$ cat src/rtl/booth_pkg.sv
// booth_pkg: shared FSM states, recode operations and iteration count for the radix-4 Booth multiplier
package booth_pkg;
  typedef enum logic [1:0] {IDLE, CALC, DONE} state_e;
  typedef enum logic [2:0] {ZERO, PM, P2M, MM, M2M} op_e;
  function automatic int booth_iters(input int width);
    return (width + 2) / 2;
  endfunction
endpackage

$ cat src/rtl/booth_r4_recoder.sv
// booth_r4_recoder: maps a Booth triplet {q1,q0,q_1} to its signed addend selection
module booth_r4_recoder
  import booth_pkg::*;
(
  input  logic [2:0] trip,
  output op_e        op
);
  always_comb
    op = (trip == 3'b000 || trip == 3'b111) ? ZERO :
         (trip == 3'b001 || trip == 3'b010) ? PM   :
         (trip == 3'b011)                   ? P2M  :
         (trip == 3'b100)                   ? M2M  : MM;
endmodule

$ cat src/rtl/booth_radix4_multiplier.sv
// booth_radix4_multiplier: sequential radix-4 Booth multiplier, two multiplier bits per cycle, result held until acked
module booth_radix4_multiplier
  import booth_pkg::*;
#(
  parameter int WIDTH = 8
) (
  input  logic               clk,
  input  logic               rst_n,
  input  logic               start,
  input  logic               signed_mode,
  input  logic [WIDTH-1:0]   multiplicand,
  input  logic [WIDTH-1:0]   multiplier,
  output logic               ready,
  output logic               busy,
  output logic [2*WIDTH-1:0] product,
  output logic               product_valid,
  input  logic               product_ack
);
  localparam int W2 = WIDTH + 2;
  localparam int N  = booth_iters(WIDTH);
  localparam int CW = $clog2(N + 1);
  state_e          state, state_n;
  op_e             op;
  logic [W2+1:0]   a, m_e, m_2, addend, sum;
  logic [W2-1:0]   q, m;
  logic            q_1;
  logic [CW-1:0]   count;
  logic [2*W2+2:0] cat, sh;
  booth_r4_recoder u_rec (.trip({q[1:0], q_1}), .op(op));
  assign m_e    = {{2{m[W2-1]}}, m};
  assign m_2    = {m[W2-1], m, 1'b0};
  assign addend = op == PM  ? m_e  :
                  op == P2M ? m_2  :
                  op == MM  ? -m_e :
                  op == M2M ? -m_2 : '0;
  assign sum    = a + addend;
  assign cat    = {sum, q, q_1};
  assign sh     = {{2{cat[2*W2+2]}}, cat[2*W2+2:2]};
  always_comb
    state_n = state == IDLE ? (start ? CALC : IDLE) :
              state == CALC ? (count == CW'(1) ? DONE : CALC) :
              (product_ack ? IDLE : DONE);
  always_ff @(posedge clk or negedge rst_n)
    if (!rst_n) begin
      state <= IDLE;
      a     <= '0;
      q     <= '0;
      q_1   <= 1'b0;
      m     <= '0;
      count <= '0;
    end else begin
      state <= state_n;
      if (state == IDLE && start) begin
        m     <= signed_mode ? {{2{multiplicand[WIDTH-1]}}, multiplicand} : {2'b00, multiplicand};
        q     <= signed_mode ? {{2{multiplier[WIDTH-1]}}, multiplier} : {2'b00, multiplier};
        a     <= '0;
        q_1   <= 1'b0;
        count <= CW'(N);
      end else if (state == CALC) begin
        {a, q, q_1} <= sh;
        count       <= count - CW'(1);
      end
    end
  assign ready         = state == IDLE;
  assign busy          = state == CALC;
  assign product_valid = state == DONE;
  // the low 2*WIDTH bits of {a,q} are all of q plus the bottom WIDTH-2 bits of a
  assign product       = product_valid ? {a[WIDTH-3:0], q} : '0;
endmodule

$ cat config.mk
export PLATFORM = sky130hd
export DESIGN_NAME = booth_radix4_multiplier
export DESIGN_NICKNAME = d
export VERILOG_FILES = /design/src/rtl/booth_pkg.sv /design/src/rtl/booth_r4_recoder.sv /design/src/rtl/booth_radix4_multiplier.sv
export SDC_FILE = /design/constraint.sdc
export NUM_CORES = 1
export LEC_CHECK = 0
export CAP_MARGIN = 0
export CORE_MARGIN = 4
export CORE_UTILIZATION = 23
export CTS_BUF_LIST = sky130_fd_sc_hd__clkbuf_4 sky130_fd_sc_hd__clkbuf_8 sky130_fd_sc_hd__clkbuf_16
export DETAILED_ROUTE_END_ITERATION = 12
export REMOVE_ABC_BUFFERS = 1
export SKIP_LAST_GASP = 1
export SLEW_MARGIN = 20
export SYNTH_ARGS = -nofsm -noshare
export SYNTH_HDL_FRONTEND = slang
export SYNTH_SLANG_ARGS = --single-unit
$ cat constraint.sdc
create_clock -name clk -period 3.7 [get_ports clk]
set_input_delay 1.11 -clock clk [delete_from_list [all_inputs] [get_ports clk]]
set_output_delay 1.11 -clock clk [all_outputs]
set_load 0.01 [all_outputs]
Yosys cells after proc, flatten, opt, wreduce, memory -nomap -nowiden:

Index checks and enable logic that the tools add are counted.

* bits in registers: 38
* bits of input ports: 21
* output and inout port bits: 19

* add/subtract/negate cells: 4
* eq/ne operators: 12
* mux-type cells: 24
* reductions and logical operators: 6

Operators by type and width (number)
* two-way mux 12 bit: 6
* two-way mux 10 bit: 4
* negation 12 bit: 2
* two-way mux 3 bit: 6
* two-way mux 16 bit: 1
* adder 12 bit: 1
* == test 3 x 2 -> 1 bit (second input constant): 4
* == test 3 x 1 -> 1 bit (second input constant): 3
* == test 3 bit (second input constant): 3
* two-way mux 2 bit: 4
* zero test 3 bit: 1
* two-way mux 1 bit: 3
* subtractor 3 x 1 -> 3 bit (second input constant): 1
* == test 2 x 1 -> 1 bit (second input constant): 1
* == test 2 bit (second input constant): 1
* zero test 2 bit: 1
* logical OR 1 bit: 2
* nonzero test 2 bit: 1
* logical AND 1 bit: 1

Logic depth before layout (Yosys ltp):

Gate-level depths: netlist of the first run.

* word-level depth: 13
* mapped depth: 14

Modules after synthesis:

From an unflattened synthesis of the first run, not the netlist that was laid out.

* cells, all modules: 320
* area, all modules: 2643.8 um^2

By module, submodules not included
* booth_radix4_multiplier: times used 1, cells an instance 316, area each 2610.0 um^2
* booth_r4_recoder: times used 1, cells an instance 4, area each 33.8 um^2

Worst setup path after synthesis of the first run:

OpenSTA, ideal clock, no wires.

* path type: reg2reg
* from: register q_1
* to: register a[10]
* library setup time: 0.069 ns
* data arrival time: 3.294 ns
* data required time: 3.631 ns
* path slack: 0.338 ns
* cell stages (with the launch flop): 15
* path buffers: 3
* path through: dfrtp_1 clkbuf_1 clkbuf_1 clkbuf_1 nand2_1 o21ai_0 nand2_1 o21ai_0 ha_1 a211oi_2 o21ai_1 a2111oi_2 nor3b_1 or4_1 nand3_1

* cells in the longest elaborated chain, start to end: 13

RTL lines
* from (decl): RTL line booth_radix4_multiplier.sv:26 `logic q_1;`
* from (signal assigned): RTL line booth_radix4_multiplier.sv:60 `{a, q, q_1} <= sh;`
* == test 3 bit: RTL line booth_r4_recoder.sv:12 `(trip == 3'b100) ? M2M : MM;`
* two-way mux 3 bit: RTL line booth_r4_recoder.sv:12
* two-way mux 3 bit: RTL line booth_r4_recoder.sv:11 `(trip == 3'b011) ? P2M :`
* two-way mux 3 bit: RTL line booth_r4_recoder.sv:10 `(trip == 3'b001 || trip == 3'b010) ? PM :`
* two-way mux 3 bit (*): RTL line booth_r4_recoder.sv:9 `op = (trip == 3'b000 || trip == 3'b111) ? ZERO :`
* == test 3 bit: RTL line booth_radix4_multiplier.sv:35 `op == M2M ? -m_2 : '0;`
* two-way mux 12 bit: RTL line booth_radix4_multiplier.sv:35
* two-way mux 12 bit: RTL line booth_radix4_multiplier.sv:34 `op == MM ? -m_e :`
* two-way mux 12 bit: RTL line booth_radix4_multiplier.sv:33 `op == P2M ? m_2 :`
* two-way mux 12 bit (*): RTL line booth_radix4_multiplier.sv:32 `assign addend = op == PM ? m_e :`
* adder 12 bit (*): RTL line booth_radix4_multiplier.sv:36 `assign sum = a + addend;`
* two-way mux 12 bit (*): RTL line booth_radix4_multiplier.sv:59 `end else if (state == CALC) begin`
* two-way mux 12 bit (*): RTL line booth_radix4_multiplier.sv:53 `if (state == IDLE && start) begin`
* to (signal assigned): RTL line booth_radix4_multiplier.sv:60
* to (decl): RTL line booth_radix4_multiplier.sv:24 `logic [W2+1:0] a, m_e, m_2, addend, sum;`

Mark *: on every way between the ends. The rest lies on a longest branch, timed or not. The select of a mux whose other input is x is not followed.
A chain may end at the register's enable or synchronous reset.

Worst setup path after layout of the first run:

* from: register m[0]
* to: register a[10]

* cells in the longest elaborated chain, start to end: 8

RTL lines
* from (decl): RTL line booth_radix4_multiplier.sv:25 `logic [W2-1:0] q, m;`
* from (signal assigned): RTL line booth_radix4_multiplier.sv:54 `m <= signed_mode ? {{2{multiplicand[WIDTH-1]}}, multiplicand} : {2'b00, multiplicand};`
* negation 12 bit: RTL line booth_radix4_multiplier.sv:35
* two-way mux 12 bit: RTL line booth_radix4_multiplier.sv:35
* two-way mux 12 bit: RTL line booth_radix4_multiplier.sv:34
* two-way mux 12 bit: RTL line booth_radix4_multiplier.sv:33
* two-way mux 12 bit (*): RTL line booth_radix4_multiplier.sv:32
* adder 12 bit (*): RTL line booth_radix4_multiplier.sv:36
* two-way mux 12 bit (*): RTL line booth_radix4_multiplier.sv:59
* two-way mux 12 bit (*): RTL line booth_radix4_multiplier.sv:53

Marked as above.

==> run summary, run 1 <==
The sum of negative setup slack is 0 ns. The number of antenna cells inserted came out at 0. The via count of the first global-routing pass is 2,564.

The start point of the critical path is m[0]. The fraction of the mapped netlist area in adder cells is 0.0748. The power density over cell area is 1080 nW/um2. The final worst-path setup slack is 0.224 ns. The number of clock sinks seen by CTS is 35. Static timing analysis puts the maximum clock frequency at 288 MHz. For this run, asynchronously set or reset flops after synthesis account for 1.00. The worst relative slew slack is 0.465. The most frequently used flop master after synthesis is dfrtp_1.

The run finished with clean final reports. The initial antenna violation count came out at 0. In this run the deepest clock path goes through 2 buffers.

The number of nets in the final layout came out at 406. Of the cells placed in the final design, the portion with a size suffix greater than 1 is 0.0943. The endpoint arrival time on the critical path is approximately 3.7 ns. The max-cap check violation count came out at 0. The share of the Yosys chip area taken by registers is 0.319. The initial standard-cell utilization of the core came out at 0.237. The standard-cell row count is 39.

The min-delay analysis places its worst path in the category flip-flop to flip-flop. The data required time of the critical path came out at 3.92 ns. For this design the top-level I/O count stands at 40. The remaining global-route overflow came out at 0. The count of input and output buffers is 39.

CTS placed an instance of clkbuf_16 at the clock tree root. The largest net degree at the start of global routing came out at 36. The final wirelength is 7.29 mm.

The number of vias after detailed routing came out at 2,510. Across all register-to-register paths, the minimum setup slack is ~0.22 ns. In this run the cell area of the synthesized design comes to about 2700 um2. The die outline area is 13,700 um2. TritonCTS built the clock tree.

The width of the die is 117 um. The worst setup path is of the flip-flop to flip-flop kind. The element type at the critical path start is a flip-flop. The sum of net half-perimeters after detailed placement is 5.35 mm. The TritonCTS buffer count is 5. The register bit count reported by yosys is 35. The global placer's final weighted congestion is ~0.89.

The met3 track demand over resource in global routing came out at 0.0242. The worst hold path terminates at q[4]. In the global route stage, overall resource usage came out at 0.113. In the global route stage, met1 resource usage came out at 0.158. The worst-margin pin slew is 0.802 ns. The worst clock skew came out at between 0.005 and 0.006 ns.

The routed via count divided by cell count came out at 4.88. Setup repair after global routing left no endpoint under its margin. The worst register-to-register path has a depth of 14. In the global route stage, met2 resource usage came out at 0.176. The library cell used most frequently in the layout, excluding fill and tap cells, is nand2_1.

The area of the placeable core came out at 11,600 um2. Measured along the y axis, the die boundary spans 117 um. The number of hold buffers added after cts came out at 0.

The total setup violations reported at the end of the flow is 0. After technology mapping, the gate count stands at about 340. The count of H-tree levels built during CTS is 2.

The post-placement cell area came out at ~3300 um2. The average wire length per cell after detail routing is approximately 14 um. The first-pass GRT wire length is roughly 12 mm. The static power due to leakage came out at roughly 1.5 nW. The layer flagged by global routing as most heavily used is met2. The mean instance size in the synthesized netlist came out at roughly 8.2 um2.

Yosys printed 0 warnings. The startpoint identified for the worst hold timing path is q[4]. Gates resized during post-CTS repair numbered 0. The synthesis-to-finish area growth came out at 24.9%.

The first routing iteration left 85 violations. The number of detailed-routing iterations run before antenna repair came out at 4. The endpoint identified for the worst register-to-register timing path is a[10]. The number of different library cells in the post-synthesis netlist came out at 57. The worst-path maximum fanout is 5. The final critical-path share of the clock period is 0.939.

The antenna violation net count after detailed routing came out at 0. For this run, design rule violations remaining after detail routing come to 0. The compound-gate portion of the synthesized area came out at 0.219.

The post-CTS clock slew at the launch and capture registers of the worst setup and hold paths is around 0.06 ns. STA classifies the critical path endpoint as a flip-flop. The top cell types in the final layout, fill and taps aside, are nand2_1, clkdlybuf4s50_1, dfrtp_1. The final critical delay including setup and external delays is ~3.5 ns. The reg-to-reg critical path startpoint is m[0].

The clock latency at the later pin of the worst-skew pair is around 0.28 ns. The number of cells on the worst hold path came out at 2. The max-slew violation count is 0. The share of cell area taken by muxes after synthesis came out at 0.0456.

By area, the combinational part of the netlist is dominated by simple AND/OR/NAND/NOR gates. The hold violation count in the final report is 0. The worst slack at placement is roughly 0.22 ns. The simple-gate portion of the synthesized area is 0.242. The number of enable-type register cells in the synthesized netlist is 0.

The summed area of non-filler cells in the final layout came out at approximately 3400 um2. The XOR/XNOR share of the synthesized area is 0.0415. The worst-case IR drop observed on VDD is 0.336 mV.
[Yosys cell counts (3+ instances only)]
cell type,instances,area [um2]
a211oi_1,3,22.5
a21o_1,3,22.5
a21oi_1,18,90.1
a221oi_1,3,26.3
a22oi_1,8,60.1
a31o_2,3,26.3
a31oi_1,4,25.0
and2_1,20,125
clkbuf_1,17,63.8
dfrtp_1,35,876
ha_1,14,175
inv_1,11,41.3
mux2i_1,8,80.1
nand2_1,54,203
nand2b_1,3,18.8
nand3_1,13,65.1
nor2_1,18,67.6
nor3_1,6,30.0
nor3b_1,4,30.0
o21ai_0,27,135
o21bai_1,5,37.5
xnor2_1,7,61.3
xor2_1,6,52.6
[worst max-delay path: stages (launching register included)]
cell	delay, ns
dfrtp_1	0.43
inv_1	0.12
ha_1	0.28
xor2_1	0.26
nor2_1	0.06
a21oi_1	0.12
o22ai_1	0.10
a21o_1	0.23
ha_1	0.34
o21ai_1	0.22
o21ai_1	0.14
a2111oi_2	0.43
nor3b_1	0.12
or4_1	0.47
nand3_1	0.09
[cells by family (layout without fill, tap and decap cells)]
logic type	count (synthesis)	count (layout)
flip-flops	35	35
adder cells (fa/ha/maj)	16	16
AND/OR/NAND/NOR	134	134
AO/OA/AOI/OAI	92	92
XOR/XNOR	13	13
multiplexers	11	11
buffers and inverters	34	70
[routing by layer]
layer  wire, um  up-vias
met5          0        -
met4         74        0
met3        311        7
met2       3220       46
met1       3680     1204
li1           -     1253
[final cells by class]
| type | instances | area [um2] |
|---|---|---|
| clock buffers | 5 | 125 |
| multi-input cells | 266 | 1710 |
| well taps | 143 | 179 |
| flip-flops and latches | 35 | 876 |
| inverters | 12 | 45.0 |
| repair buffers | 50 | 468 |
| clock inverters | 3 | 23.8 |
| fillers | 1227 | 8140 |
[power by group]
part           switching [mW]  internal (mW)  total, mW  leakage [nW]
clock                   0.171          0.252      0.422        0.0664
sequential              0.262          0.586      0.848         0.429
combinational            1.35           1.07       2.42         0.969
total                    1.78           1.91       3.69          1.46
[repair_timing]
action | 4_1_cts | 5_1_grt
hold endpoints to repair | 0 | 0
setup buffers | 0 | 0
setup endpoints to repair | 0 | 1
[flip-flops by register name, summed over array words and instances (netlist names)]
register and count:
q 10, a 10, state 2, q_1 1, m 9, count 3
[stage by stage]
step / total power, mW / cells / hold slack (ns) / util
after floorplan: 2.57 / 313 / 0.460 / -
after global placement: 3.22 / 506 / 0.482 / 0.283
after detailed placement: 3.25 / 506 / 0.486 / 0.283
after CTS: 3.70 / 514 / 0.501 / 0.296
after global routing: 4.07 / 514 / 0.542 / 0.296
final: 3.69 / 514 / 0.499 / 0.296
[how the worst max path moves through the flow]
stage | end | slack (ns) | cells after the start
6_report | a[10] | 0.22 | 14
5_1_grt | a[10] | 0.0001 | 13
4_1_cts | a[10] | 0.19 | 13
3_5_place_dp | a[10] | 0.22 | 13
3_3_place_gp | a[10] | 0.29 | 13
2_1_floorplan | a[10] | 0.36 | 13
Power figures use the tool's default switching activity.
==> inputs of run 2 (changes only) <==
--- a/config.mk
+++ b/config.mk
@@ -9,6 +9,7 @@
 export CORE_MARGIN = 4
 export CORE_UTILIZATION = 23
 export CTS_BUF_LIST = sky130_fd_sc_hd__clkbuf_4 sky130_fd_sc_hd__clkbuf_8 sky130_fd_sc_hd__clkbuf_16
+export CTS_CLUSTER_DIAMETER = 150
 export DETAILED_ROUTE_END_ITERATION = 12
 export REMOVE_ABC_BUFFERS = 1
 export SKIP_LAST_GASP = 1
==> results of run 2 <==
Same layout as run 1: the final DEF is identical, and so are final timing and power.
==> inputs of run 3 (changes only) <==
--- a/config.mk
+++ b/config.mk
@@ -13,7 +13,7 @@
 export DETAILED_ROUTE_END_ITERATION = 12
 export REMOVE_ABC_BUFFERS = 1
 export SKIP_LAST_GASP = 1
-export SLEW_MARGIN = 20
 export SYNTH_ARGS = -nofsm -noshare
 export SYNTH_HDL_FRONTEND = slang
+export SYNTH_HIERARCHICAL = 1
 export SYNTH_SLANG_ARGS = --single-unit
==> run 3 against run 2 <==
  * Via count decreased by 2.8%
  * Final cell count decreased by 3.5%
  * Sequential power decreased by 3.1%
  * Largest power group unchanged
==> run summary, run 3 <==
The worst-margin pin slew came out at 0.821 ns (+0.0189 ns). The power density over cell area is 1130 nW/um2 (+4.5%). The maximum frequency from static timing analysis is 298 MHz (+3.5%). The first-pass GRT wire length came to 11.9 mm (-4.3%). The async set-or-reset flop fraction in the synthesized netlist is 1.00 (unchanged). The mean instance size in the synthesized netlist came out at 8.26 um2 (+0.91%). The nature of the critical path endpoint is a flip-flop.

The worst hold path belongs to the class flip-flop to flip-flop. The number of detailed-routing iterations run before antenna repair is 5 (+1). The library cells used most frequently in the layout, excluding fill and tap cells, are nand2_1, clkdlybuf4s50_1, dfrtp_1. The critical path start-end classification is flip-flop to flip-flop.

The total power after layout is 3.75 mW (+1.6%). Among all cell types in the netlist, the one instantiated most often is nand2_1. The worst clock skew came out at 0.00247 ns (-0.00327 ns).

The minimum hold slack is 0.498 ns (-0.00122 ns). The height of the die is 115 um (-1.7%). The final critical-path share of the clock period is 0.908 (-0.0316).

Yosys attributes the largest share of cell area to dfrtp_1, nand2_1, ha_1. The number of enable-type register cells in the synthesized netlist was 0 (unchanged). The endpoint arrival time on the critical path came out at 3.53 ns (-0.17 ns).

The worst-path maximum fanout came out at 20 (+15). The final critical delay including setup and external delays came out at 3.36 ns (-0.117 ns). The mapped cell area came out at 2640 um2 (-3.6%). The count of H-tree levels built during CTS is 2 (unchanged). The via count of the first global-routing pass came to 2,408 (-6.1%). The area of the placeable core came out at 11,000 um2 (-4.6%).

The standard-cell row count is 38 (-2.6%). The proportion of layout cells with a drive suffix above 1 is 0.0758 (-0.0185). The number of design-rule violations left by the first detailed-router iteration came out at 195 (+130%). The final worst-path setup slack is 0.341 ns (+0.117 ns). The post-synthesis cell count came out at 320 (-4.5%). Leaving out fill and tap cells, the most frequent cell in the layout is nand2_1.

The count of input and output buffers is 39 (unchanged). The max-slew violation count came out at 0 (unchanged). The global placer's final weighted congestion is 0.875 (-1.3%).

The average wire length per cell after detail routing is 13.8 um (-2.9%). The number of antenna cells inserted came out at 0 (unchanged). The hold violation count in the final report is 0 (unchanged). The total global-route track usage came out at 0.107 (-0.00513). The clock latency at the later pin of the worst-skew pair is 0.28 ns (about the same). The number of nets in the final layout came out at 393 (-3.2%).

The number of clock sinks seen by CTS is 35 (unchanged). Setup repair after global routing left no endpoint under its margin. The worst relative slew slack is 0.453 (-0.0126). The number of different library cells in the post-synthesis netlist came out at 50 (-12%).

The static power due to leakage came out at 1.45 nW (-1.1%). The sum of net half-perimeters after detailed placement came out at 5.05 mm (-5.6%). The flow ran to the end, and the final reports show no timing, DRC or antenna violations. The element type at the critical path start is a flip-flop. The post-cts repair resize count is 0 (unchanged). The worst slack at placement came out at 0.338 ns (+0.120 ns).

The part of the Yosys area used for sequential elements is 0.331 (+0.0119). TritonCTS built the clock tree. The number of remaining DRC errors was 0 (unchanged).

The path depth of the worst reg2reg path came out at 12 (-2). The number of hold buffers added after cts came out at 0 (unchanged). The max-cap check violation count is 0 (unchanged).

The number of vias after detailed routing was 2,440 (-2.8%). The routed via count divided by cell count came out at 4.92 (+0.74%). The fill cell instance count of the final layout is 1,186 (-3.3%). The maximum resistive drop on vdd is 0.553 mV (+65%). The post-CTS clock slew at the launch and capture registers of the worst setup and hold paths came out at 0.06 ns (about the same). The largest net degree at the start of global routing is 36 (unchanged). The initial standard-cell utilization of the core was 0.240 (+0.00253). The largest buffer count on any clock path is 2 (unchanged).

The width of the die is 115 um (-1.7%). The number of placed I/O pins came out at 40 (unchanged). The remaining global-route overflow came out at 0 (unchanged). The clock tree root buffer cell is clkbuf_16.

The TritonCTS buffer count is 5 (unchanged). The number of warnings reported in the yosys synthesis log is 6 (+6). The die outline area came to 13,300 um2 (-3.4%). The total setup buffers inserted after CTS was 0 (unchanged).

The final wirelength is 6.84 mm (-6.3%). The synthesis-to-finish area growth came out at 26.0%. The data required time of the critical path was 3.87 ns (-0.05 ns).

By count the netlist is led by nand2_1, dfrtp_1, o21ai_0, and2_1, ha_1. The number of cells on the worst hold path came out at 2 (unchanged). The total setup violations reported at the end of the flow is 0 (unchanged). The share of the synthesized area in the top cell type came out at 0.331 (+0.0119).

The initial antenna violation count came out at 0 (unchanged). The antenna violation net count after detailed routing is 0 (unchanged). For this run, the leading register cell type out of synthesis is dfrtp_1. The cell taking the most area after synthesis is dfrtp_1. The register bit count reported by yosys came to 35 (unchanged). In the final layout, the registers with the most flip-flops are a (10), q (10), m (9).
-- run 3: area by class of cell --
| cell class | instances | area (um2) | share of cell area |
|---|---|---|---|
| clock buffer | 6 | 139 | 0.0417 |
| clock inverter | 1 | 5.00 | 0.00150 |
| inverter | 9 | 33.8 | 0.0101 |
| multi-input combinational | 258 | 1660 | 0.498 |
| sequential | 35 | 876 | 0.263 |
| tap | 140 | 175 | 0.0526 |
| timing repair buffer | 47 | 445 | 0.134 |
-- run 3: worst max-delay path: stages (launching register included) --
cell	delay [ns]
dfrtp_1	0.42
xor2_1	0.20
buf_4	0.26
nor2b_1	0.35
a22oi_1	0.12
o22ai_1	0.31
ha_1	0.31
a211oi_1	0.22
o21ai_1	0.16
o2111ai_1	0.34
a211oi_2	0.11
a211o_1	0.27
a31o_1	0.18
-- run 3: cells by family after synthesis --
kind of cell | synth area share
AO/OA/AOI/OAI | 0.239
XOR/XNOR | 0.0596
adder cells (fa/ha/maj) | 0.0786
buffers and inverters | 0.0416
flip-flops | 0.331
AND/OR/NAND/NOR | 0.250
-- run 3: final timing paths --
kind	start	endpoint	slack (ns)
max reg2reg	q[0]	a[10]	0.34
max in group asynchronous	rst_n	m[7]	2.26
min reg2reg	q[3]	q[3]	0.50
min	q[3]	q[3]	0.50
max	q[0]	a[10]	0.34
min in group asynchronous	rst_n	a[5]	0.93
-- run 3: power breakdown --
group          internal [mW]  switching [mW]  total, mW
registers              0.584           0.238      0.822
clock network          0.263           0.164      0.428
logic                   1.08            1.43       2.50
-- run 3: per-layer routing --
| layer | global-route usage | part of all wire | routed length (um) |
|---|---|---|---|
| met5 | 0 | 0 | 0 |
| met4 | 0.0188 | 0.0072 | 49 |
| met3 | 0.0221 | 0.046 | 312 |
| met2 | 0.180 | 0.49 | 3320 |
| met1 | 0.145 | 0.46 | 3150 |
-- run 3: metrics by stage --
| step | utilization | cell area (um2) | instances | setup TNS, ns |
|---|---|---|---|---|
| final | 0.302 | 3330 | 496 | 0 |
| after global routing | 0.302 | 3330 | 496 | 0 |
| after CTS | 0.302 | 3330 | 496 | 0 |
| after detailed placement | 0.289 | 3190 | 489 | 0 |
| after global placement | 0.289 | 3190 | 489 | 0 |
| after floorplan | - | 2570 | 302 | -0.0410 |
